`src/rtl/shift_sample_nb.sv`:
```
// Per-channel shift sampler with snapshot, serial scan readout and optional edge counters (SHIFT_SAMPLE_EDGE_CNT_EN).
// DATA_VALID rises max(SAMPLE_LEN,1)+1 cycles after START; no backpressure, START ignored while BUSY.
module shift_sample_nb #(
   parameter int DEPTH    = 3,
   parameter int CHANNELS = 4,
   parameter int CNT_W    = 8
) (
   input  logic                      CLK,
   input  logic                      RST_N,
   input  logic                      START,
   input  logic [7:0]                SAMPLE_LEN,
   input  logic [CHANNELS-1:0]       SHIFT_IN,
   input  logic                      READ_REQ,
   output logic [CHANNELS*DEPTH-1:0] DATA_OUT,
   output logic                      DATA_VALID,
   output logic                      SCAN_OUT,
   output logic                      SCAN_VALID,
   output logic                      BUSY,
   output logic [CHANNELS*CNT_W-1:0] EDGE_CNT
);

   localparam int NB    = CHANNELS * DEPTH;
   localparam int IDX_W = $clog2(NB);

   typedef enum logic [1:0] {IDLE, SAMPLE, HOLD, READOUT} state_t;

   state_t           state_q, state_d;
   logic [NB-1:0]    stage_q, stage_shift;
   logic [7:0]       len_q;
   logic [IDX_W-1:0] bit_idx_q;
   logic             accept_start, last_shift, go_read, last_bit;

   always_comb begin
      stage_shift = stage_q;
      for (int c = 0; c < CHANNELS; c++) begin
         for (int s = 0; s < DEPTH; s++) begin
            if (s == 0) stage_shift[c*DEPTH] = SHIFT_IN[c];
            else        stage_shift[c*DEPTH+s] = stage_q[c*DEPTH+s-1];
         end
      end
   end

   assign accept_start = START && ((state_q == IDLE) || (state_q == HOLD));
   assign last_shift   = (state_q == SAMPLE) && (len_q == 8'd1);
   assign go_read      = (state_q == HOLD) && READ_REQ && !START;
   assign last_bit     = (state_q == READOUT) && (bit_idx_q == IDX_W'(NB-1));

   always_ff @(posedge CLK or negedge RST_N) begin
      if (!RST_N) state_q <= IDLE;
      else        state_q <= state_d;
   end

   always_comb begin
      state_d = state_q;
      case (state_q)
         IDLE:    if (accept_start) state_d = SAMPLE;
         SAMPLE:  if (last_shift)   state_d = HOLD;
         HOLD: begin
            if (accept_start)       state_d = SAMPLE;
            else if (go_read)       state_d = READOUT;
         end
         READOUT: if (last_bit)     state_d = IDLE;
         default:                   state_d = IDLE;
      endcase
   end

   always_ff @(posedge CLK or negedge RST_N) begin
      if (!RST_N) begin
         stage_q    <= '0;
         len_q      <= '0;
         DATA_OUT   <= '0;
         DATA_VALID <= 1'b0;
         bit_idx_q  <= '0;
      end else begin
         if (accept_start) begin
            stage_q    <= '0;
            len_q      <= (SAMPLE_LEN == 8'd0) ? 8'd1 : SAMPLE_LEN;
            DATA_VALID <= 1'b0;
         end else if (state_q == SAMPLE) begin
            stage_q <= stage_shift;
            len_q   <= len_q - 8'd1;
            if (last_shift) begin
               DATA_OUT   <= stage_shift;
               DATA_VALID <= 1'b1;
            end
         end
         if (go_read)                   bit_idx_q <= '0;
         else if (state_q == READOUT)   bit_idx_q <= bit_idx_q + IDX_W'(1);
      end
   end

   // Scan outputs decode straight from registered state, so they drop the moment reset hits.
   assign BUSY       = (state_q == SAMPLE) || (state_q == READOUT);
   assign SCAN_VALID = (state_q == READOUT);
   assign SCAN_OUT   = SCAN_VALID & DATA_OUT[bit_idx_q];

`ifdef SHIFT_SAMPLE_EDGE_CNT_EN
   logic [CNT_W-1:0] cnt_q [CHANNELS];

   // A rising edge is the new sample being 1 while the previous one (stage0) was 0.
   always_ff @(posedge CLK or negedge RST_N) begin
      if (!RST_N) begin
         for (int c = 0; c < CHANNELS; c++) cnt_q[c] <= '0;
      end else if (accept_start) begin
         for (int c = 0; c < CHANNELS; c++) cnt_q[c] <= '0;
      end else if (state_q == SAMPLE) begin
         for (int c = 0; c < CHANNELS; c++) begin
            if (SHIFT_IN[c] && !stage_q[c*DEPTH] && (cnt_q[c] != {CNT_W{1'b1}}))
               cnt_q[c] <= cnt_q[c] + CNT_W'(1);
         end
      end
   end

   always_comb begin
      EDGE_CNT = '0;
      for (int c = 0; c < CHANNELS; c++) EDGE_CNT[c*CNT_W +: CNT_W] = cnt_q[c];
   end
`else
   assign EDGE_CNT = '0;
`endif

endmodule

```
`config.mk`:
```
export PLATFORM = sky130hd
export DESIGN_NAME = shift_sample_nb
export DESIGN_NICKNAME = d
export VERILOG_FILES = /design/src/rtl/shift_sample_nb.sv
export SDC_FILE = /design/constraint.sdc
export NUM_CORES = 1
export LEC_CHECK = 0
export BUFFER_PORTS_ARGS = -buffer_cell sky130_fd_sc_hd__buf_4
export CAP_MARGIN = 40
export CORE_ASPECT_RATIO = 1.2
export CORE_MARGIN = 1.5
export CORE_UTILIZATION = 40
export CTS_BUF_LIST = sky130_fd_sc_hd__clkbuf_16
export CTS_CLUSTER_DIAMETER = 100
export DETAILED_ROUTE_END_ITERATION = 16
export GPL_TIMING_DRIVEN = 0
export PLACE_DENSITY = 0.71
export SYNTH_ARGS = -nofsm -noshare
export SYNTH_HDL_FRONTEND = slang
export SYNTH_SLANG_ARGS = --single-unit
```
`constraint.sdc`:
```
create_clock -name CLK -period 7.6 [get_ports CLK]
set_clock_uncertainty 0.15 [all_clocks]
set_input_delay 0.38 -clock CLK [delete_from_list [all_inputs] [get_ports CLK]]
set_output_delay 0.38 -clock CLK [all_outputs]
set_load 0.05 [all_outputs]
```
==> Flow_metrics.wiki, run 1 <==
{| class="wikitable"
! Metric !! Value
|-
| Leading post-synthesis cells by cell area || sky130_fd_sc_hd__dfrtp_1, sky130_fd_sc_hd__buf_4, sky130_fd_sc_hd__mux2_4
|-
| Top FF cell, synth || sky130_fd_sc_hd__dfrtp_1
|-
| Starting density of the core || 42.1%
|-
| Cell chain of the critical path || clkbuf_1 -> mux4_2 -> nor2_1 -> or4_1 -> a21oi_1 -> buf_4
|-
| DIE HEIGHT || 79.8 µm
|-
| Power density normalized to cell area || 434 nW/µm²
|-
| Leak pwr || 1.28 nW
|-
| Worst-path clk slew || 50 ps
|-
| Ant. Diodes || 0
|-
| Maximum number of pins on one net before global-route repair || 36
|-
| Summed instance area of the synthesized netlist || 1960 µm²
|-
| Yosys cell types || 37
|-
| Antenna violations before repair || 0
|-
| Post-detailed-routing wire length || 3820 µm
|-
| Crit start category || flop
|-
| Die footprint || 5340 µm²
|-
| Crit path required time || 7070 ps
|-
| Status || finished clean
|-
| Post-route fraction of the period consumed by the critical path || 35.6%
|-
| First-pass GRT wire length || 6350 µm
|-
| Number of nets in the final layout || 269
|-
| Gate power share || 49.9%
|-
| Critical path peak fanout || 7
|-
| Max cap viols || 0
|-
| I/O pins || 64
|-
| Worst Tran Pin Value || 517 ps
|-
| IO buf count || 31
|-
| Switching share of power || 43.9%
|-
| Average wire per cell in the routed design || 12.3 µm
|-
| Clock sink count || 35
|-
| Remaining global-route overflow || 0
|-
| HPWL after DPL || 2800 µm
|-
| Post-synth EDFFs || 0
|-
| DRC violations left || 0
|-
| Maximum frequency from static timing analysis || 370 MHz
|-
| Finished Core Util || 54.4%
|-
| Max Slew Vio Count || 0
|-
| Shortest period the worst path allows || 2710 ps
|-
| Relative slew slack || 65.6%
|-
| Number of iterations in the first detailed-routing pass || 4
|-
| H-tree Lvls || 2
|-
| Final hold vios || 0
|-
| Fraction of power consumed by sequential logic || 32.3%
|-
| Global placement routability congestion || 0.844
|-
| Share of power burned in the clock network || 17.7%
|-
| Starting DRC count in detailed routing || 120
|-
| Met3 global-route usage || 4.09%
|-
| CTS tree || done
|-
| Met2 Track Usage GR || 24.7%
|-
| Horizontal extent of the die || 67.0 µm
|-
| Avg Cell Area, Syn || 10.9 µm²
|-
| Library cell with the highest instance count after synthesis || sky130_fd_sc_hd__dfrtp_1
|-
| Mapped Cells || 180
|-
| GR peak layer || met2
|-
| Final setup vio count || 0
|-
| Internal Pwr Total || 0.000619 W
|-
| Area growth from synthesis to layout || 29.2%
|-
| Total Neg Setup Slack || 0 ps
|-
| Setup WS pre-CTS || 5040 ps
|-
| Worst skew pair latency || 280 ps
|-
| Worst EP arrival || 2180 ps
|-
| Worst-path cell with the longest stage delay || sky130_fd_sc_hd__or4_1
|-
| CP peak stage delay || 490 ps
|-
| Number of vias per cell after detailed routing || 4.76
|-
| Ranking of synthesized cells by instance count || sky130_fd_sc_hd__dfrtp_1, sky130_fd_sc_hd__buf_4, sky130_fd_sc_hd__nand2_1
|-
| Core area || 4660 µm²
|-
| Fraction of met1 tracks used by global routing || 19.8%
|-
| Share of final-layout standard cells stronger than drive strength 1 || 35.5%
|-
| Vias in the first global route || 1,354
|-
| Warning count from the yosys run || 0
|-
| Worst Hold Margin || 178 ps
|-
| Final Total Pwr || 0.00110 W
|-
| Setup repair after global routing missed its margin || false
|-
| Type of the tightest min-delay check || input port to flop
|-
| Total clock buffers created by CTS || 5
|-
| Total routing usage reported by global routing || 15.6%
|-
| CTS Root Cell || sky130_fd_sc_hd__clkbuf_16
|-
| Number of routed nets with antenna violations || 0
|-
| Worst setup EP type || output port
|-
| Largest vdd supply drop || 233 µV
|-
| Cell accounting for the most synthesized area || sky130_fd_sc_hd__dfrtp_1
|-
| Class of the most critical setup path || flop to output port
|-
| Final setup margin || 4890 ps
|-
| Floorplan row count || 27
|-
| Proportion of register bits with asynchronous set or reset after synthesis || 100%
|-
| Seq/Total Area, Yosys || 44.6%
|-
| Via count || 1,470
|-
| Reported net switching power || 0.000483 W
|-
| Maximum buffer depth of the clock tree || 2
|-
| # Post-CTS Setup Buffers || 0
|-
| Number of flip-flops and latches in the synthesized netlist || 35
|-
| Share of Yosys cell area claimed by the top area cell type || 44.6%
|}
## path summary, 6_finish.rpt
kind,cells after the start,endpoint,slack (ps),from
worst max-delay path,6,SCAN_OUT,4890,bit_idx_q[0]
worst max register to register,6,DATA_OUT[3],5030,len_q[4]
worst min register to register,2,DATA_VALID,340,DATA_VALID
max in group asynchronous,2,bit_idx_q[1],6520,RST_N
worst min-delay path,3,len_q[2],180,SAMPLE_LEN[2]
min in group asynchronous,2,DATA_OUT[10],460,RST_N
## per-stage QoR
step,instances,area (µm²)
after floorplan,211,2080
after global placement,300,2390
after detailed placement,300,2390
after CTS,309,2540
after global routing,309,2540
final,309,2540
## state kept, by name (all words and copies together) (netlist names)
name        cells
bit_idx_q       4
state_q         2
DATA_OUT       12
len_q           8
stage_q         8
DATA_VALID      1
## logic make-up (layout without fill, tap and decap cells)
| group | after synthesis | count (layout) | share of synthesized area, % |
|---|---|---|---|
| adder cells (fa/ha/maj) | 3 | 3 | 1.91 |
| AO/OA/AOI/OAI | 35 | 35 | 13.2 |
| multiplexers | 15 | 15 | 11.2 |
| AND/OR/NAND/NOR | 45 | 45 | 12.5 |
| other | 1 | 32 | 0.191 |
| buffers and inverters | 45 | 85 | 15.9 |
| flip-flops | 35 | 35 | 44.6 |
| XOR/XNOR | 1 | 1 | 0.446 |
## per-layer routing
metal / vias to the layer above / part of all wire (%)
met4: 0 / 1.8
met5: - / 0
met1: 683 / 43
met3: 7 / 6.7
li1: 722 / -
met2: 58 / 49
## area by class of cell
cell class / count / area [µm²]
inverter: 4 / 15.0
sequential: 35 / 876
fill: 419 / 2120
timing repair buffer: 32 / 243
clock buffer: 5 / 125
multi-input combinational: 131 / 892
clock inverter: 3 / 16.3
buffer: 41 / 298
tap: 58 / 72.6
## power by group through the flow
stage	logic, W	clock network (W)	registers (W)
2_1_floorplan	0.000325	0	0.000443
3_3_place_gp	0.000546	0	0.000353
3_5_place_dp	0.000549	0	0.000358
4_1_cts	0.000553	0.000198	0.000355
5_1_grt	0.000599	0.000208	0.000369
6_report	0.000551	0.000195	0.000356
## cell usage in the layout, fill, tap and decap left out, types with 3 or more instances in the layout
cell type,count
sky130_fd_sc_hd__nand3_1,5
sky130_fd_sc_hd__nor2b_1,5
sky130_fd_sc_hd__dfrtp_1,35
sky130_fd_sc_hd__o311ai_0,4
sky130_fd_sc_hd__inv_1,5
sky130_fd_sc_hd__clkbuf_1,6
sky130_fd_sc_hd__mux2_4,8
sky130_fd_sc_hd__nor2_1,6
sky130_fd_sc_hd__ha_1,3
sky130_fd_sc_hd__mux2_2,4
sky130_fd_sc_hd__o211ai_1,3
sky130_fd_sc_hd__nor3_1,4
sky130_fd_sc_hd__conb_1,32
sky130_fd_sc_hd__buf_4,63
sky130_fd_sc_hd__o21ai_0,8
sky130_fd_sc_hd__clkbuf_16,5
sky130_fd_sc_hd__a22o_1,11
sky130_fd_sc_hd__a21oi_1,4
sky130_fd_sc_hd__nand2b_1,3
sky130_fd_sc_hd__nand2_1,13
## repair_timing
item | CTS | global route
endpoints found under the hold margin | 35 | 0
resized for setup | 0 | 0
hold buffers | 1 | 0
## worst max-delay path, delay by kind of cell (launching register included)
family          cells  cell delay [ps]
flops               1              380
buf+inv             2              430
mux                 1              390
simple gates        2              530
compound gates      1              170
Note: power is estimated with default switching activity, not from simulation.
==> run 2, diff against run 1 <==
--- a/config.mk
+++ b/config.mk
@@ -14,7 +14,7 @@
 export CTS_CLUSTER_DIAMETER = 100
 export DETAILED_ROUTE_END_ITERATION = 16
 export GPL_TIMING_DRIVEN = 0
-export PLACE_DENSITY = 0.71
+export PLACE_DENSITY = 0.74
 export SYNTH_ARGS = -nofsm -noshare
 export SYNTH_HDL_FRONTEND = slang
 export SYNTH_SLANG_ARGS = --single-unit
==> constraint.sdc (replaced) <==
create_clock -name CLK -period 2.4 [get_ports CLK]
set_clock_uncertainty 0.15 [all_clocks]
set_input_delay 0.12 -clock CLK [delete_from_list [all_inputs] [get_ports CLK]]
set_output_delay 0.12 -clock CLK [all_outputs]
set_load 0.05 [all_outputs]
==> run 2 against run 1 <==
Wire length rose by 10%. First-iteration DRC count fell by 18%. Die area did not move. Critical endpoint is now DATA_OUT[3]. Largest power group unchanged. The run now ends with negative setup slack left.
==> Flow_metrics.wiki, run 2 (same netlist as run 1, synthesis figures left out) <==
{| class="wikitable"
! Metric !! Value
|-
| Commonest cells after routing, fill and taps aside || sky130_fd_sc_hd__buf_4, sky130_fd_sc_hd__dfrtp_1, sky130_fd_sc_hd__conb_1, sky130_fd_sc_hd__nand2_1, sky130_fd_sc_hd__dlygate4sd3_1
|-
| Max cap viols || 0 (unchanged)
|-
| Worst EP arrival || 2420 ps (+240 ps)
|-
| Reported net switching power || 0.00155 W (+220%)
|-
| Type of the tightest min-delay check || input port to flop
|-
| Final-layout fill cell count || 421 (+0.48%)
|-
| CTS tree || done
|-
| Vias in the first global route || 1,471 (+8.6%)
|-
| Maximum frequency from static timing analysis || 414 MHz
|-
| Status || finished, violations left
|-
| Area growth from synthesis to layout || 37.3%
|-
| Starting DRC count in detailed routing || 99 (-18%)
|-
| Most common library cell in the layout ignoring fill and taps || sky130_fd_sc_hd__buf_4
|-
| Number of vias per cell after detailed routing || 4.74 (-0.33%)
|-
| CP peak stage delay || 520 ps (+30 ps)
|-
| Core area || 4660 µm² (unchanged)
|-
| Total routing usage reported by global routing || 17.4% (+1.7 points)
|-
| Final setup vio count || 8 (+8)
|-
| Worst-path clk slew || 50 ps (about the same)
|-
| Leak pwr || 1.36 nW (+6.2%)
|-
| Worst skew pair latency || 270 ps (about the same)
|-
| Final instance area || 2700 µm² (+6.3%)
|-
| Met2 wire length || 2200 µm (+18%)
|-
| HPWL after DPL || 2930 µm (+4.7%)
|-
| Global placement routability congestion || 0.831 (-1.6%)
|-
| Number of routed nets with antenna violations || 0 (unchanged)
|-
| Remaining global-route overflow || 0 (unchanged)
|-
| Starting density of the core || 42.1% (unchanged)
|-
| First-pass GRT wire length || 7010 µm (+10%)
|-
| CTS Root Cell || sky130_fd_sc_hd__clkbuf_16
|-
| Average wire per cell in the routed design || 12.9 µm (+4.7%)
|-
| Final hold vios || 0 (unchanged)
|-
| H-tree Lvls || 2 (unchanged)
|-
| Crit path required time || 2410 ps (-4660 ps)
|-
| I/O pins || 64 (unchanged)
|-
| Setup WS pre-CTS || -129 ps (-5170 ps)
|-
| Switching share of power || 43.4% (-0.47 points)
|-
| Worst Tran Pin Value || 517 ps (+0.0641 ps)
|-
| Ant. Diodes || 0 (unchanged)
|-
| Crit start category || flop
|-
| Post-detailed-routing wire length || 4200 µm (+10%)
|-
| Total clock buffers created by CTS || 5 (unchanged)
|-
| Via count || 1,541 (+4.8%)
|-
| DIE HEIGHT || 79.8 µm (unchanged)
|-
| DRC violations left || 0 (unchanged)
|-
| Final setup margin || -13.6 ps (-4910 ps)
|-
| Number of iterations in the first detailed-routing pass || 4 (unchanged)
|-
| Clock sink count || 35 (unchanged)
|-
| Buf+Inv Stages, Crit Path || 1 (-1)
|-
| Power density normalized to cell area || 1320 nW/µm² (+200%)
|-
| Dpl cell area || 2390 µm² (+0.16%)
|-
| Met3 wire len || 212 µm (-17%)
|-
| Internal Pwr Total || 0.00202 W (+230%)
|-
| Die footprint || 5340 µm² (unchanged)
|-
| Share of power burned in the clock network || 16.6% (-1.1 points)
|-
| Final cell count without fillers || 325 (+5.2%)
|-
| Shortest period the worst path allows || 2410 ps
|-
| Worst-path cell with the longest stage delay || sky130_fd_sc_hd__or4b_4
|-
| Topmost layer with routed signal wires || met4
|-
| Met1 routed wirelength after detailed routing || 1720 µm (+5.5%)
|-
| Most frequent CP cell || sky130_fd_sc_hd__or3_4
|-
| Gate power share || 51.1% (+1.2 points)
|-
| Top delay family on crit path || simple AND/OR/NAND/NOR gates
|-
| Top reg by flops || DATA_OUT
|-
| Worst setup EP type || flop
|-
| Post-route fraction of the period consumed by the critical path || 101%
|-
| Maximum number of pins on one net before global-route repair || 36 (unchanged)
|-
| Share of final-layout standard cells stronger than drive strength 1 || 36.0% (+0.50 points)
|-
| Fraction of power consumed by sequential logic || 32.2% (about the same)
|-
| Largest register FFs || 12 (unchanged)
|-
| Cell chain of the critical path || or3_4 -> or3_4 -> or4b_4 -> buf_12 -> mux2_4
|-
| Horizontal extent of the die || 67.0 µm (unchanged)
|-
| Placed cells || 300 (unchanged)
|-
| Max Slew Vio Count || 0 (unchanged)
|-
| Class of the most critical setup path || flop to flop
|-
| Maximum buffer depth of the clock tree || 2 (unchanged)
|-
| Setup repair after global routing missed its margin || true
|-
| Floorplan row count || 27 (unchanged)
|-
| Final Total Pwr || 0.00357 W (+220%)
|-
| Relative slew slack || 65.6% (about the same)
|-
| Number of nets in the final layout || 285 (+5.9%)
|-
| Top Registers || DATA_OUT (12), len_q (8), stage_q (8)
|-
| IO buf count || 31 (unchanged)
|-
| Largest vdd supply drop || 573 µV (+150%)
|-
| Failing checks || negative setup slack
|-
| Antenna violations before repair || 0 (unchanged)
|-
| Critical path peak fanout || 9 (+2)
|}
run 2: area by class of cell:
class | instances | area (µm²) | share of cell area [%]
Multi-Input combinational cell | 131 | 896 | 33.2
Inverter | 4 | 15.0 | 0.557
Clock inverter | 3 | 12.5 | 0.464
Tap cell | 58 | 72.6 | 2.69
Buffer | 38 | 279 | 10.3
Clock buffer | 5 | 125 | 4.64
Sequential cell | 35 | 877 | 32.5
Timing Repair Buffer | 51 | 419 | 15.5
run 2: per-stage QoR:
stage	hold slack (ps)	setup TNS [ps]	util (%)
3_3_place_gp	-53.1	-925	51.3
3_5_place_dp	-54.1	-1020	51.3
4_1_cts	38.6	-553	57.4
5_1_grt	71.8	-422	57.8
2_1_floorplan	-326	-459	-
6_report	47.2	-30.4	57.8
run 2: worst paths after layout:
kind	start	end	depth (start not counted)	slack [ps]
worst min-delay path	READ_REQ	state_q[0]	3	50
max in group asynchronous	RST_N	bit_idx_q[0]	2	1550
min in group asynchronous	RST_N	DATA_OUT[9]	2	200
worst min register to register	stage_q[7]	stage_q[7]	1	350
worst max-delay path	len_q[5]	DATA_OUT[3]	5	-10
worst max register to register	len_q[5]	DATA_OUT[3]	5	-10
run 2: routing by layer:
layer	up-vias	track usage [%]
met3	7	4.09
li1	752	-
met5	-	0
met1	734	21.2
met4	0	6.12
met2	48	29.6
run 2: timing repair:
action,in CTS,in global routing
cloned,0,0
gates resized for setup,0,2
endpoints found under the setup margin,9,13
pin swaps,1,1
hold buffers,13,0
setup buffers,5,2
endpoints found under the hold margin,51,0
run 2: worst min-delay path: cells and delay by family:
kind,cells,cell delay [ps]
buf+inv,1,80
compound gates,2,220
run 2: power by group through the flow:
| stage | sequential [W] | combinational [W] | clock [W] |
|---|---|---|---|
| after global routing | 0.00120 | 0.00196 | 0.000633 |
| after detailed placement | 0.00113 | 0.00175 | 0 |
| after floorplan | 0.00140 | 0.00103 | 0 |
| after CTS | 0.00114 | 0.00180 | 0.000607 |
| final | 0.00115 | 0.00182 | 0.000593 |
| after global placement | 0.00112 | 0.00172 | 0 |
==> run 3, diff against run 2 <==
--- a/config.mk
+++ b/config.mk
@@ -8,13 +8,12 @@
 export BUFFER_PORTS_ARGS = -buffer_cell sky130_fd_sc_hd__buf_4
 export CAP_MARGIN = 40
 export CORE_ASPECT_RATIO = 1.2
-export CORE_MARGIN = 1.5
-export CORE_UTILIZATION = 40
+export CORE_MARGIN = 10
+export CORE_UTILIZATION = 45
 export CTS_BUF_LIST = sky130_fd_sc_hd__clkbuf_16
 export CTS_CLUSTER_DIAMETER = 100
 export DETAILED_ROUTE_END_ITERATION = 16
-export GPL_TIMING_DRIVEN = 0
-export PLACE_DENSITY = 0.74
+export PLACE_DENSITY = 0.81
 export SYNTH_ARGS = -nofsm -noshare
 export SYNTH_HDL_FRONTEND = slang
 export SYNTH_SLANG_ARGS = --single-unit
==> run 3 against run 2 <==
The flow now finishes without violations. Clock-buffer cell count did not move. Largest power group unchanged. Fmax rose by 2.2%. First-iteration DRC count shrank 16%. Final cell count shrank 12%. Combinational power about the same. Worst hold slack got worse by 21 ps. Largest cell class unchanged. Setup slack improved by 53 ps. Wire length up 10%.
==> Flow_metrics.wiki, run 3 (same netlist as run 1, synthesis figures left out) <==
{| class="wikitable"
! Metric !! Value
|-
| Status || finished clean
|-
| Clock sink count || 35 (unchanged)
|-
| Top reg by flops || DATA_OUT
|-
| Post-route fraction of the period consumed by the critical path || 98.4% (-2.2 points)
|-
| Worst-path cell with the longest stage delay || sky130_fd_sc_hd__or4b_4
|-
| Area growth from synthesis to layout || 25.2%
|-
| Number of iterations in the first detailed-routing pass || 4 (unchanged)
|-
| Commonest cells after routing, fill and taps aside || sky130_fd_sc_hd__buf_4, sky130_fd_sc_hd__dfrtp_1, sky130_fd_sc_hd__conb_1, sky130_fd_sc_hd__nand2_1, sky130_fd_sc_hd__dlygate4sd3_1
|-
| Crit path required time || 2410 ps (about the same)
|-
| Setup repair after global routing missed its margin || false
|-
| Starting density of the core || 46.4% (+4.3 points)
|-
| Total clock buffers created by CTS || 5 (unchanged)
|-
| Post-detailed-routing wire length || 4640 µm (+10%)
|-
| Total Neg Setup Slack || 0 ps (+30.4 ps)
|-
| Top Registers || DATA_OUT (12), len_q (8), stage_q (8)
|-
| Dpl cell area || 2150 µm² (-10%)
|-
| Core area || 4230 µm² (-9.3%)
|-
| Horizontal extent of the die || 80.3 µm (+20%)
|-
| Worst Tran Pin Value || 813 ps (+296 ps)
|-
| CTS tree || done
|-
| Ant. Diodes || 0 (unchanged)
|-
| Share of final-layout standard cells stronger than drive strength 1 || 28.6% (-7.4 points)
|-
| I/O pins || 64 (unchanged)
|-
| Number of nets in the final layout || 249 (-13%)
|-
| CTS Root Cell || sky130_fd_sc_hd__clkbuf_16
|-
| Vias in the first global route || 1,513 (+2.9%)
|-
| Final setup vio count || 0 (-8)
|-
| Type of the tightest min-delay check || input port to flop
|-
| Remaining global-route overflow || 0 (unchanged)
|-
| IO buf count || 31 (unchanged)
|-
| Power density normalized to cell area || 1500 nW/µm² (+13%)
|-
| First-pass GRT wire length || 7300 µm (+4.1%)
|-
| Worst-path clk slew || 50 ps (about the same)
|-
| Number of routed nets with antenna violations || 0 (unchanged)
|-
| Largest register FFs || 12 (unchanged)
|-
| CP peak stage delay || 600 ps (+80 ps)
|-
| Worst skew pair latency || 280 ps (about the same)
|-
| # Post-CTS Setup Buffers || 0 (-5)
|-
| Crit start category || flop
|-
| Via count || 1,465 (-4.9%)
|-
| Maximum buffer depth of the clock tree || 2 (unchanged)
|-
| Largest vdd supply drop || 768 µV (+34%)
|-
| DIE HEIGHT || 92.4 µm (+16%)
|-
| Worst setup EP type || flop
|-
| Relative slew slack || 45.6% (-20 points)
|-
| Class of the most critical setup path || flop to flop
|-
| Worst EP arrival || 2380 ps (-40 ps)
|-
| Top delay family on crit path || simple AND/OR/NAND/NOR gates
|-
| Leak pwr || 1.19 nW (-13%)
|-
| Maximum frequency from static timing analysis || 424 MHz (+2.2%)
|-
| Global placement routability congestion || 0.859 (+3.4%)
|-
| Starting DRC count in detailed routing || 83 (-16%)
|-
| Die footprint || 7420 µm² (+39%)
|-
| Cell chain of the critical path || or3_4 -> or3_4 -> or4b_4 -> mux2_4
|-
| Finished Core Util || 58.1% (+0.30 points)
|-
| Floorplan row count || 26 (-3.7%)
|-
| Average wire per cell in the routed design || 16.2 µm (+25%)
|-
| Shortest period the worst path allows || 2360 ps (-52.8 ps)
|-
| Most common library cell in the layout ignoring fill and taps || sky130_fd_sc_hd__buf_4
|-
| H-tree Lvls || 2 (unchanged)
|-
| Number of vias per cell after detailed routing || 5.10 (+7.7%)
|-
| Buf+Inv Stages, Crit Path || 0 (-1)
|-
| Max cap viols || 0 (unchanged)
|-
| Maximum number of pins on one net before global-route repair || 36 (unchanged)
|-
| Max Slew Vio Count || 0 (unchanged)
|-
| Final hold vios || 0 (unchanged)
|-
| Total routing usage reported by global routing || 12.5% (-4.9 points)
|-
| Final-layout fill cell count || 367 (-13%)
|-
| Most frequent CP cell || sky130_fd_sc_hd__or3_4
|-
| Worst Hold Margin || 26.2 ps (-20.9 ps)
|-
| HPWL after DPL || 3330 µm (+14%)
|-
| Final instance area || 2460 µm² (-8.8%)
|-
| DRC violations left || 0 (unchanged)
|-
| Antenna violations before repair || 0 (unchanged)
|-
| Critical path peak fanout || 7 (-2)
|}
==> run 3: changes by cell type in the layout (fill, tap and decap cells not counted) <==
cell,previous run,this run
sky130_fd_sc_hd__buf_4,69,39
sky130_fd_sc_hd__clkbuf_1,5,0
sky130_fd_sc_hd__inv_1,6,4
sky130_fd_sc_hd__buf_12,1,0
sky130_fd_sc_hd__buf_6,1,0
sky130_fd_sc_hd__bufinv_16,0,1
sky130_fd_sc_hd__clkinv_1,0,1
sky130_fd_sc_hd__or4b_4,1,2
==> run 3: worst paths after layout <==
path / depth (start not counted) / slack, ps / to / from
worst max-delay path: 4 / 40 / DATA_OUT[1] / len_q[5]
worst min-delay path: 3 / 30 / state_q[0] / START
worst max register to register: 4 / 40 / DATA_OUT[1] / len_q[5]
worst min register to register: 1 / 350 / stage_q[10] / stage_q[10]
max in group asynchronous: 2 / 1580 / bit_idx_q[0] / RST_N
min in group asynchronous: 2 / 180 / DATA_OUT[6] / RST_N
==> run 3: cell type report <==
type,count,area [µm²],area share [%]
clock inverter,3,38.8,1.58
sequential,35,877,35.7
clock buffer,5,125,5.09
tap,56,70.1,2.85
inverter,4,15.0,0.611
timing repair buffer,52,423,17.2
multi-input combinational,132,910,37.0
==> run 3: power breakdown <==
group	switching [W]	internal (W)	leakage (nW)
registers	0.000268	0.000874	0.426
clock network	0.000236	0.000484	0.0812
logic	0.00108	0.000740	0.678
total	0.00158	0.00210	1.19
==> run 3: routing by layer <==
layer	vias to the layer above	wire length [µm]	global-route usage, %	share of wire, %
li1	686	-	-	-
met1	724	1960	14.7	42
met2	50	2300	19.7	50
met3	5	310	4.64	6.7
met4	0	69	5.44	1.5
met5	-	0	0	0
==> run 3: worst register-to-register path, stage by stage (launching register included) <==
cell	delay (ps)
sky130_fd_sc_hd__dfrtp_1	380
sky130_fd_sc_hd__or3_4	380
sky130_fd_sc_hd__or3_4	400
sky130_fd_sc_hd__or4b_4	600
sky130_fd_sc_hd__mux2_4	340
==> run 3: what timing repair did <==
item / 4_1_cts / 5_1_grt
setup endpoints to repair: 0 / 9
hold buffers: 13 / 0
resized for setup: 0 / 2
endpoints found under the hold margin: 51 / 0
==> run 3: metrics by stage <==
step / worst slack (ps) / cells / total power (W)
3_3_place_gp: 43.4 / 265 / 0.00287
2_1_floorplan: -57.4 / 211 / 0.00243
4_1_cts: 6.41 / 286 / 0.00368
5_1_grt: 6.52 / 287 / 0.00391
6_report: 39.1 / 287 / 0.00368
3_5_place_dp: 9.95 / 265 / 0.00292
